File: config.mk
export PLATFORM = sky130hd
export DESIGN_NAME = xnor_match_acc
export DESIGN_NICKNAME = d
export VERILOG_FILES = /design/src/rtl/xnor_match_pkg.sv /design/src/rtl/xnor_match_acc_popcount_tree.sv /design/src/rtl/xnor_match_acc.sv
export SDC_FILE = /design/constraint.sdc
export NUM_CORES = 1
export LEC_CHECK = 0
export BUFFER_PORTS_ARGS = -buffer_cell sky130_fd_sc_hd__buf_2
export CAP_MARGIN = 20
export CORE_UTILIZATION = 57
export DETAILED_ROUTE_END_ITERATION = 10
export PLACE_DENSITY_LB_ADDON = 0.08
export SYNTH_ARGS = -nofsm -noshare
export SYNTH_HDL_FRONTEND = slang
export SYNTH_HIERARCHICAL = 1
export SYNTH_SLANG_ARGS = --single-unit
File: constraint.sdc
create_clock -name clk -period 11.8 [get_ports clk]
set_input_delay 0.59 -clock clk [delete_from_list [all_inputs] [get_ports clk]]
set_output_delay 0.59 -clock clk [all_outputs]
set_load 0.01 [all_outputs]
File: src/rtl/xnor_match_pkg.sv
// Shared definitions for xnor_match_acc: FSM encoding, compare-mode constants
// and the result-width helper used to size the counters.
package xnor_match_pkg;

  typedef enum logic [1:0] {
    ST_ACC   = 2'd0,
    ST_FLUSH = 2'd1,
    ST_HOLD  = 2'd2
  } acc_state_t;

  localparam logic MODE_XNOR = 1'b0;
  localparam logic MODE_XOR  = 1'b1;

  // Bits needed to represent every value in 0..max_val.
  function automatic int calc_width(input int max_val);
    return (max_val < 1) ? 1 : $clog2(max_val + 1);
  endfunction

endpackage

File: src/rtl/xnor_match_acc_popcount_tree.sv
// popcount_tree: combinational population count of a WIDTH-bit word, built as
// a balanced binary adder tree over the leaves padded to a power of two.
module popcount_tree
  import xnor_match_pkg::*;
#(
  parameter int WIDTH = 8
) (
  input  logic [WIDTH-1:0]                  bits,
  output logic [calc_width(WIDTH)-1:0]      count
);

  localparam int CW     = calc_width(WIDTH);
  localparam int LEVELS = $clog2(WIDTH);
  localparam int LEAVES = 1 << LEVELS;
  localparam int NODES  = 2 * LEAVES - 1;

  // Heap-ordered tree: leaves sit at LEAVES-1.., node i sums its two children.
  logic [CW-1:0] node [NODES];

  always_comb begin
    for (int i = 0; i < NODES; i++) begin
      node[i] = '0;
    end
    for (int i = 0; i < WIDTH; i++) begin
      node[LEAVES-1+i] = CW'(bits[i]);
    end
    for (int i = LEAVES - 2; i >= 0; i--) begin
      node[i] = node[2*i+1] + node[2*i+2];
    end
    count = node[0];
  end

endmodule

File: src/rtl/xnor_match_acc.sv
// xnor_match_acc: streaming XNOR/XOR popcount accumulator with one result per
// vector. Define XNOR_MATCH_BIPOLAR_EN to add the signed bipolar dot-product output.
module xnor_match_acc
  import xnor_match_pkg::*;
#(
  parameter  int WIDTH     = 8,
  parameter  int MAX_BEATS = 16,
  localparam int ACC_W     = calc_width(WIDTH * MAX_BEATS),
  localparam int BEAT_W    = calc_width(MAX_BEATS)
) (
  input  logic              clk,
  input  logic              rst_n,
  input  logic              in_valid,
  output logic              in_ready,
  input  logic [WIDTH-1:0]  in_a,
  input  logic [WIDTH-1:0]  in_b,
  input  logic              in_last,
  input  logic              mode,
  output logic              out_valid,
  input  logic              out_ready,
  output logic [ACC_W-1:0]  out_sum,
  output logic [BEAT_W-1:0] out_beats,
  output logic              out_ovf
`ifdef XNOR_MATCH_BIPOLAR_EN
  ,
  output logic signed [ACC_W:0] out_dot
`endif
);

  localparam int PC_W = calc_width(WIDTH);

  acc_state_t        state;
  acc_state_t        next_state;
  logic [BEAT_W-1:0] beat_cnt;
  logic [ACC_W-1:0]  acc;
  logic              ovf;
  logic              mode_q;
  logic [PC_W-1:0]   pc;
  logic              pc_valid;

  logic              accept;
  logic              first_beat;
  logic              at_limit;
  logic              vector_end;
  logic              forced_end;
  logic              release_result;
  logic              eff_mode;
  logic [WIDTH-1:0]  cmp_bits;
  logic [PC_W-1:0]   pc_next;

  assign accept         = in_valid && in_ready;
  assign first_beat     = (beat_cnt == '0);
  assign at_limit       = (beat_cnt == BEAT_W'(MAX_BEATS - 1));
  assign vector_end     = accept && (in_last || at_limit);
  assign forced_end     = accept && !in_last && at_limit;
  assign release_result = (state == ST_HOLD) && out_ready;

  // The first beat uses the live mode input; later beats use the latched copy.
  assign eff_mode = first_beat ? mode : mode_q;
  assign cmp_bits = (eff_mode == MODE_XOR) ? (in_a ^ in_b) : ~(in_a ^ in_b);

  popcount_tree #(
    .WIDTH (WIDTH)
  ) u_popcount (
    .bits  (cmp_bits),
    .count (pc_next)
  );

  always_ff @(posedge clk or negedge rst_n) begin
    if (!rst_n) begin
      state <= ST_ACC;
    end else begin
      state <= next_state;
    end
  end

  always_comb begin
    next_state = state;
    unique case (state)
      ST_ACC:   if (vector_end) next_state = ST_FLUSH;
      ST_FLUSH: next_state = ST_HOLD;
      ST_HOLD:  if (out_ready) next_state = ST_ACC;
      default:  next_state = ST_ACC;
    endcase
  end

  always_comb begin
    in_ready  = (state == ST_ACC);
    out_valid = (state == ST_HOLD);
  end

  // Stage 1: register the per-beat popcount and latch mode on a vector's first beat.
  always_ff @(posedge clk or negedge rst_n) begin
    if (!rst_n) begin
      pc       <= '0;
      pc_valid <= 1'b0;
      mode_q   <= MODE_XNOR;
    end else begin
      pc_valid <= accept;
      if (accept) begin
        pc <= pc_next;
      end
      if (accept && first_beat) begin
        mode_q <= mode;
      end
    end
  end

  // Stage 2: accumulate; a released result clears the vector state.
  always_ff @(posedge clk or negedge rst_n) begin
    if (!rst_n) begin
      acc      <= '0;
      beat_cnt <= '0;
      ovf      <= 1'b0;
    end else if (release_result) begin
      acc      <= '0;
      beat_cnt <= '0;
      ovf      <= 1'b0;
    end else begin
      if (pc_valid) begin
        acc <= acc + ACC_W'(pc);
      end
      if (accept) begin
        beat_cnt <= beat_cnt + 1'b1;
      end
      if (forced_end) begin
        ovf <= 1'b1;
      end
    end
  end

  assign out_sum   = acc;
  assign out_beats = beat_cnt;
  assign out_ovf   = ovf;

`ifdef XNOR_MATCH_BIPOLAR_EN
  logic [ACC_W:0] two_sum;
  logic [ACC_W:0] width_beats;

  // Modular ACC_W+1-bit arithmetic; the true result always fits the signed range.
  assign two_sum     = {acc, 1'b0};
  assign width_beats = (ACC_W + 1)'(beat_cnt) * (ACC_W + 1)'(WIDTH);
  assign out_dot     = $signed(two_sum - width_beats);
`endif

endmodule

==> results.yml, run 1 <==
logic_synthesis:
  ys_ff_latch: 22
  synth_mux_area_share_pct: 5.59
  synth-compound-area-share_pct: 8.60
  synth_flop_cell: "dfrtp_1"
  ys_warn_count: 6
  synth_simple_gate_area_share_pct: 15.3
  synth_seq_area_share_pct: 36.7
  synth-edff-count: 0
  ys_types: 33
  synth_top_family_by_area: "simple AND/OR/NAND/NOR gates"
  netlist_instances: 157
  synth_area_mm2: 0.00150
  synth_xor_area_share_pct: 11.7
  yosys.area.top_type: "dfrtp_1"
  synth_fa_ha_area_share_pct: 15.0
  yosysMostFrequentCell: "inv_1"
  async_flop_share_pct: 100
  synth_nets: 194
  synth_top_area_share_pct: 36.7
  ys_top_cells_by_count: "inv_1 (24), dfrtp_1 (22), nand2_1 (21)"
  syn_area_per_cell_um2: 9.55
  synthTopCellsByArea: "dfrtp_1 (37%), xnor2_1 (11%), ha_1 (8.3%)"
die:
  initial_core_util_pct: 60.5
  rows: 18
  io_pins: 38
  core-area_mm2: 0.00248
  fp.dieH_um: 53.3
  die_w_um: 53.3
  dieArea_mm2: 0.00284
sta:
  fin_crit_sh_pct: 35.0
  drv_slew: 0
  slew-limit-headroom_pct: 67.2
  worst_pin_slew_ns: 0.492
  finalClockSkew_ns: 0.00937
  rsz0062_at_grt: "no"
  setup_slack_ns: 7.67
  layout_min_cycle_time_ns: 4.13
  finalSetupViolations: 0
  hold_viol_final: 0
  max_freq_mhz: 242
  tns_ns: 0
drt:
  drc_errors: 0
  wirelength_um: 2710
  drt-met1-wl_um: 1290
  drt_iter0_markers: 19
  drt-vias-per-instance: 5.11
  dr.pass1.iters: 4
  routedWlPerCell_um: 12.0
  routed.top_layer: "met3"
  num_vias: 1149
  postRouteAntennaNets: 0
  wl_met3_um: 128
  route.met2.wl_um: 1290
power_and_ir_drop:
  seqPwrFrac_pct: 21.0
  cell_internal_pwr_mw: 0.337
  sw_frac_of_total_pct: 44.8
  combPwrFrac_pct: 69.5
  ir_worst_vdd_mv: 0.300
  leakagePower_nw: 0.911
  clockPowerShare_pct: 9.5
  p_per_area_mw_per_mm2: 348
  p_sw_mw: 0.274
clock_tree:
  cts_root_buf: "clkbuf_4"
  cts_resized: 0
  cts_setup_buffers: 0
  cts.sinks: 22
  cts_buffer_depth: 2
  hold_buffers: 0
  clkLatencyLatePin_ns: 0.31
  cts_tree: "built"
  cts_buffers: 3
  cts_max_level: 1
  path_clk_slew_ns: 0.13
layout:
  nets: 233
  num-fill-cells: 203
  drive_gt1_share_pct: 23.6
  syn2layout_area_growth_pct: 17.3
  n_antenna_cell: 0
place:
  post-place-ws_ns: 7.68
  place_congestion: 0.768
  hpwl_um: 2050
  port-buffer-count: 37
grt:
  grt_pass1_vias: 1010
  grt_antenna_before_repair: 0
  grt_pass1_wl_um: 4350
  overflow: 0
  grt_max_degree: 23
  track_usage_pct: 21.2
setup_path:
  cpMaxStageDelayCell: "fa_1"
  crit_chain: "inv_1 > ha_1 > nor4b_4 > mux2i_4 > xnor2_1 > inv_1 > fa_1 > fa_1 > fa_1 > inv_1 > ha_1 > inv_1 > fa_1 > inv_1 > nand2_1 > o21ai_0"
  end_kind: "flip-flop"
  critPathArrivalTime_ns: 4.33
  path_max_fanout: 8
  start_kind: "flip-flop"
  slowest_delay_ns: 0.56
  critPathKind: "flip-flop to flip-flop"
  crit_buf_inv: 5
  cp_common_cell: "inv_1"
  critPathTopFamily: "adder cells"
  required_ns: 12.00
min_path:
  hold_class: "input port to asynchronous set/reset pin"
run:
  max-cap-violations: 0
status:
  outcome: "complete, no violations"
-- cell families after synthesis --
logic type | count (synthesis)
xor+xnor | 20
compound gates | 20
buf+inv | 27
fa+ha+maj | 15
mux | 7
flops | 22
simple gates | 46
-- final timing paths --
path,startpoint,endpoint,slack [ns],cells past startpoint
max,out_beats[0],pc[1],7.67,16
min,rst_n,out_sum[7],0.22,1
max reg2reg,out_beats[0],pc[1],7.67,16
min reg2reg,pc[0],pc[0],0.50,2
max in group asynchronous,rst_n,out_sum[5],11.24,1
min in group clk,pc[0],pc[0],0.50,2
-- cells in the final DEF (no fill, tap or decap), types with 2 or more instances in the layout --
| master | n |
|---|---|
| nand2_1 | 21 |
| ha_1 | 10 |
| a21oi_1 | 5 |
| mux2i_1 | 5 |
| xnor2_1 | 18 |
| inv_1 | 24 |
| dfrtp_1 | 22 |
| xor2_1 | 2 |
| clkbuf_4 | 3 |
| nor2b_1 | 5 |
| a211oi_1 | 2 |
| fa_1 | 5 |
| nor2_1 | 10 |
| nand3_1 | 2 |
| o21ai_0 | 7 |
| buf_2 | 37 |
-- metrics by stage --
step / instance area (um2) / std cells / total power [mW] / util, % / hold WS (ns)
floorplan: 1500 / 157 / 0.459 / - / 0.294
global placement: 1710 / 221 / 0.528 / 68.8 / 0.473
detailed placement: 1710 / 221 / 0.554 / 68.8 / 0.480
CTS: 1760 / 225 / 0.616 / 71.0 / 0.240
global route: 1760 / 225 / 0.683 / 71.0 / 0.249
finish: 1760 / 225 / 0.611 / 71.0 / 0.219
-- metal layers --
layer  vias up  GRT usage, %
met2        30          36.7
met4         0          2.63
li1        577             -
met5         -             0
met3         0          3.45
met1       542          28.3
-- power groups by stage --
stage | sequential (mW) | clock, mW | combinational [mW]
global route | 0.132 | 0.0622 | 0.489
global placement | 0.128 | 0 | 0.399
floorplan | 0.132 | 0 | 0.327
detailed placement | 0.130 | 0 | 0.424
CTS | 0.128 | 0.0590 | 0.429
finish | 0.128 | 0.0582 | 0.425
-- registers in the layout (all words and copies together) (netlist names) --
register and cells:
out_sum 8, out_beats 5, pc 4, state 2, mode_q 1, out_ovf 1
pc_valid 1
-- cell type report --
class / instances / area, um2 / share of cell area, %
Clock inverter: 1 / 30.0 / 1.71
Tap cell: 30 / 37.5 / 2.14
Timing Repair Buffer: 37 / 185 / 10.5
Clock buffer: 3 / 22.5 / 1.28
Inverter: 24 / 90.1 / 5.12
Multi-Input combinational cell: 108 / 842 / 47.9
Sequential cell: 22 / 551 / 31.3
-- worst register-to-register path: stages (launching register included) --
cell and delay, ns:
dfrtp_1 0.45, inv_1 0.08, ha_1 0.14, nor4b_4 0.28, mux2i_4 0.48, xnor2_1 0.17, inv_1 0.08, fa_1 0.56
fa_1 0.43, fa_1 0.44, inv_1 0.07, ha_1 0.16, inv_1 0.06, fa_1 0.48, inv_1 0.04, nand2_1 0.04
o21ai_0 0.07
Note: power is estimated with default switching activity, not from simulation.
==> inputs of run 2 (changes only) <==
--- a/config.mk
+++ b/config.mk
@@ -7,7 +7,7 @@
 export LEC_CHECK = 0
 export BUFFER_PORTS_ARGS = -buffer_cell sky130_fd_sc_hd__buf_2
 export CAP_MARGIN = 20
-export CORE_UTILIZATION = 57
+export CORE_UTILIZATION = 53
 export DETAILED_ROUTE_END_ITERATION = 10
 export PLACE_DENSITY_LB_ADDON = 0.08
 export SYNTH_ARGS = -nofsm -noshare
==> constraint.sdc (replaced) <==
create_clock -name clk -period 3.8 [get_ports clk]
set_input_delay 0.19 -clock clk [delete_from_list [all_inputs] [get_ports clk]]
set_output_delay 0.19 -clock clk [all_outputs]
set_load 0.01 [all_outputs]
==> run 2 against run 1 <==
Critical path type unchanged. Largest cell class unchanged. Die area increased by 7.3%. The flow now finishes with violations (setup timing). Worst hold slack got worse by 0.080 ns. Cell count up 4.4%. Clock skew fell by 0.0059 ns.
==> results.yml, run 2 (same netlist as run 1, synthesis figures left out) <==
status:
  outcome: "finished with violations"
  violations: "setup timing"
clock_tree:
  path_clk_slew_ns: 0.12
  cts_tree: "built"
  clkLatencyLatePin_ns: 0.30
  cts_root_buf: "clkbuf_4"
  cts.sinks: 22
  cts_max_level: 1
  cts_buffers: 3
  cts_buffer_depth: 2
place:
  post_dp_cell_area_mm2: 0.00174
  port-buffer-count: 37
  place_congestion: 0.756
  hpwl_um: 2110
  dp.cells: 226
drt:
  routedWlPerCell_um: 11.4
  wl_met3_um: 84
  postRouteAntennaNets: 0
  drc_errors: 0
  route.met2.wl_um: 1350
  drt_iter0_markers: 16
  drt-met1-wl_um: 1220
  drt-vias-per-instance: 5.07
  dr.pass1.iters: 4
  wirelength_um: 2670
  routed.top_layer: "met4"
  num_vias: 1191
grt:
  grt_pass1_vias: 1031
  grt_antenna_before_repair: 0
  track_usage_pct: 19.3
  grt_pass1_wl_um: 4110
  grt_max_degree: 23
  overflow: 0
sta:
  setup_slack_ns: -0.132
  fin_crit_sh_pct: 103
  layout_min_cycle_time_ns: 3.93
  worst_pin_slew_ns: 0.483
  tns_ns: -0.194
  hold_viol_final: 0
  drv_slew: 0
  slew-limit-headroom_pct: 67.8
  rsz0062_at_grt: "yes"
  max_freq_mhz: 254
  finalSetupViolations: 2
  finalClockSkew_ns: 0.00350
setup_path:
  critPathKind: "flip-flop to flip-flop"
  critPathArrivalTime_ns: 4.13
  r2r_slack_ns: -0.13
  reg2reg_depth: 16
  path_max_fanout: 4
  worstReg2RegEnd: "pc[1]"
  end_kind: "flip-flop"
  required_ns: 3.99
  start_kind: "flip-flop"
  r2r-start: "out_beats[0]"
min_path:
  hp-start: "in_last"
  hold_class: "input port to flip-flop"
  hold-path-cell-count: 3
  min_to: "state[0]"
die:
  core-area_mm2: 0.00257
  dieArea_mm2: 0.00304
  io_pins: 38
  die_w_um: 55.2
  initial_core_util_pct: 58.4
  rows: 18
  fp.dieH_um: 55.2
layout:
  final_cell_mix: "buf_2 (37), nand2_1 (21), dfrtp_1 (21), inv_1 (20), xnor2_1 (17)"
  largest_reg_flops: 8
  nets: 243
  final_core_utilization_pct: 72.0
  stdcell_count: 235
  syn2layout_area_growth_pct: 23.4
  drive_gt1_share_pct: 31.7
  n_antenna_cell: 0
  stdcell_area_mm2: 0.00185
  final_common_cell: "buf_2"
run:
  max-cap-violations: 0
==> run 2: cell types whose count changed in the layout (fill, tap and decap cells not counted), moves of 2 or more <==
cell / before / now
inv_1: 24 / 20
ha_1: 10 / 8
buf_4: 0 / 9
inv_2: 0 / 4
==> run 2: repair_timing <==
item | 4_1_cts | 5_1_grt
hold endpoints to repair | 22 | 0
pin swaps | 0 | 3
gates resized for setup | 0 | 11
endpoints found under the setup margin | 2 | 2
hold buffers | 1 | 0
buffers inserted | 3 | 1
==> run 2: metal layers <==
layer	vias up	GRT usage [%]
met3	4	3.28
met1	561	22.1
met4	0	6.25
met2	26	35.9
met5	-	0
li1	600	-
==> run 2: worst max-delay path, cell delays in order, from the launching register on <==
cell and delay, ns:
dfrtp_2 0.43, inv_2 0.07, ha_4 0.12, nor4b_4 0.27, mux2i_4 0.35, xnor2_1 0.15
inv_1 0.08, fa_1 0.56, fa_1 0.43, fa_1 0.44, inv_1 0.07, ha_2 0.18
inv_2 0.04, fa_2 0.52, inv_2 0.03, nand2_1 0.04, o21ai_1 0.06
==> run 2: worst max-delay path by stage <==
stage / startpoint / to / slack, ns / cells past startpoint
final: out_beats[0] / pc[1] / -0.13 / 16
after global routing: out_beats[0] / pc[1] / -0.29 / 16
after CTS: out_beats[0] / pc[1] / -0.12 / 16
after detailed placement: out_beats[0] / pc[1] / -0.12 / 16
after global placement: out_beats[0] / pc[1] / 0.001 / 16
after floorplan: out_beats[0] / pc[1] / -0.11 / 16
==> run 2: stage by stage <==
stage | hold slack, ns | worst slack (ns)
4_1_cts | 0.131 | -0.119
5_1_grt | 0.139 | -0.287
6_report | 0.139 | -0.132
3_3_place_gp | 0.174 | 0.00137
3_5_place_dp | 0.181 | -0.121
2_1_floorplan | -0.106 | -0.113
==> run 2: area by class of cell <==
class	count	area (um2)
Clock buffer	4	36.3
Fill cell	206	718
Inverter	24	90.1
Multi-Input combinational cell	108	871
Sequential cell	22	552
Tap cell	30	37.5
Timing Repair Buffer	47	263
Power of run 2 is not shown: default switching activity piles up to over one toggle a cycle in this logic, so the estimate is an artifact.
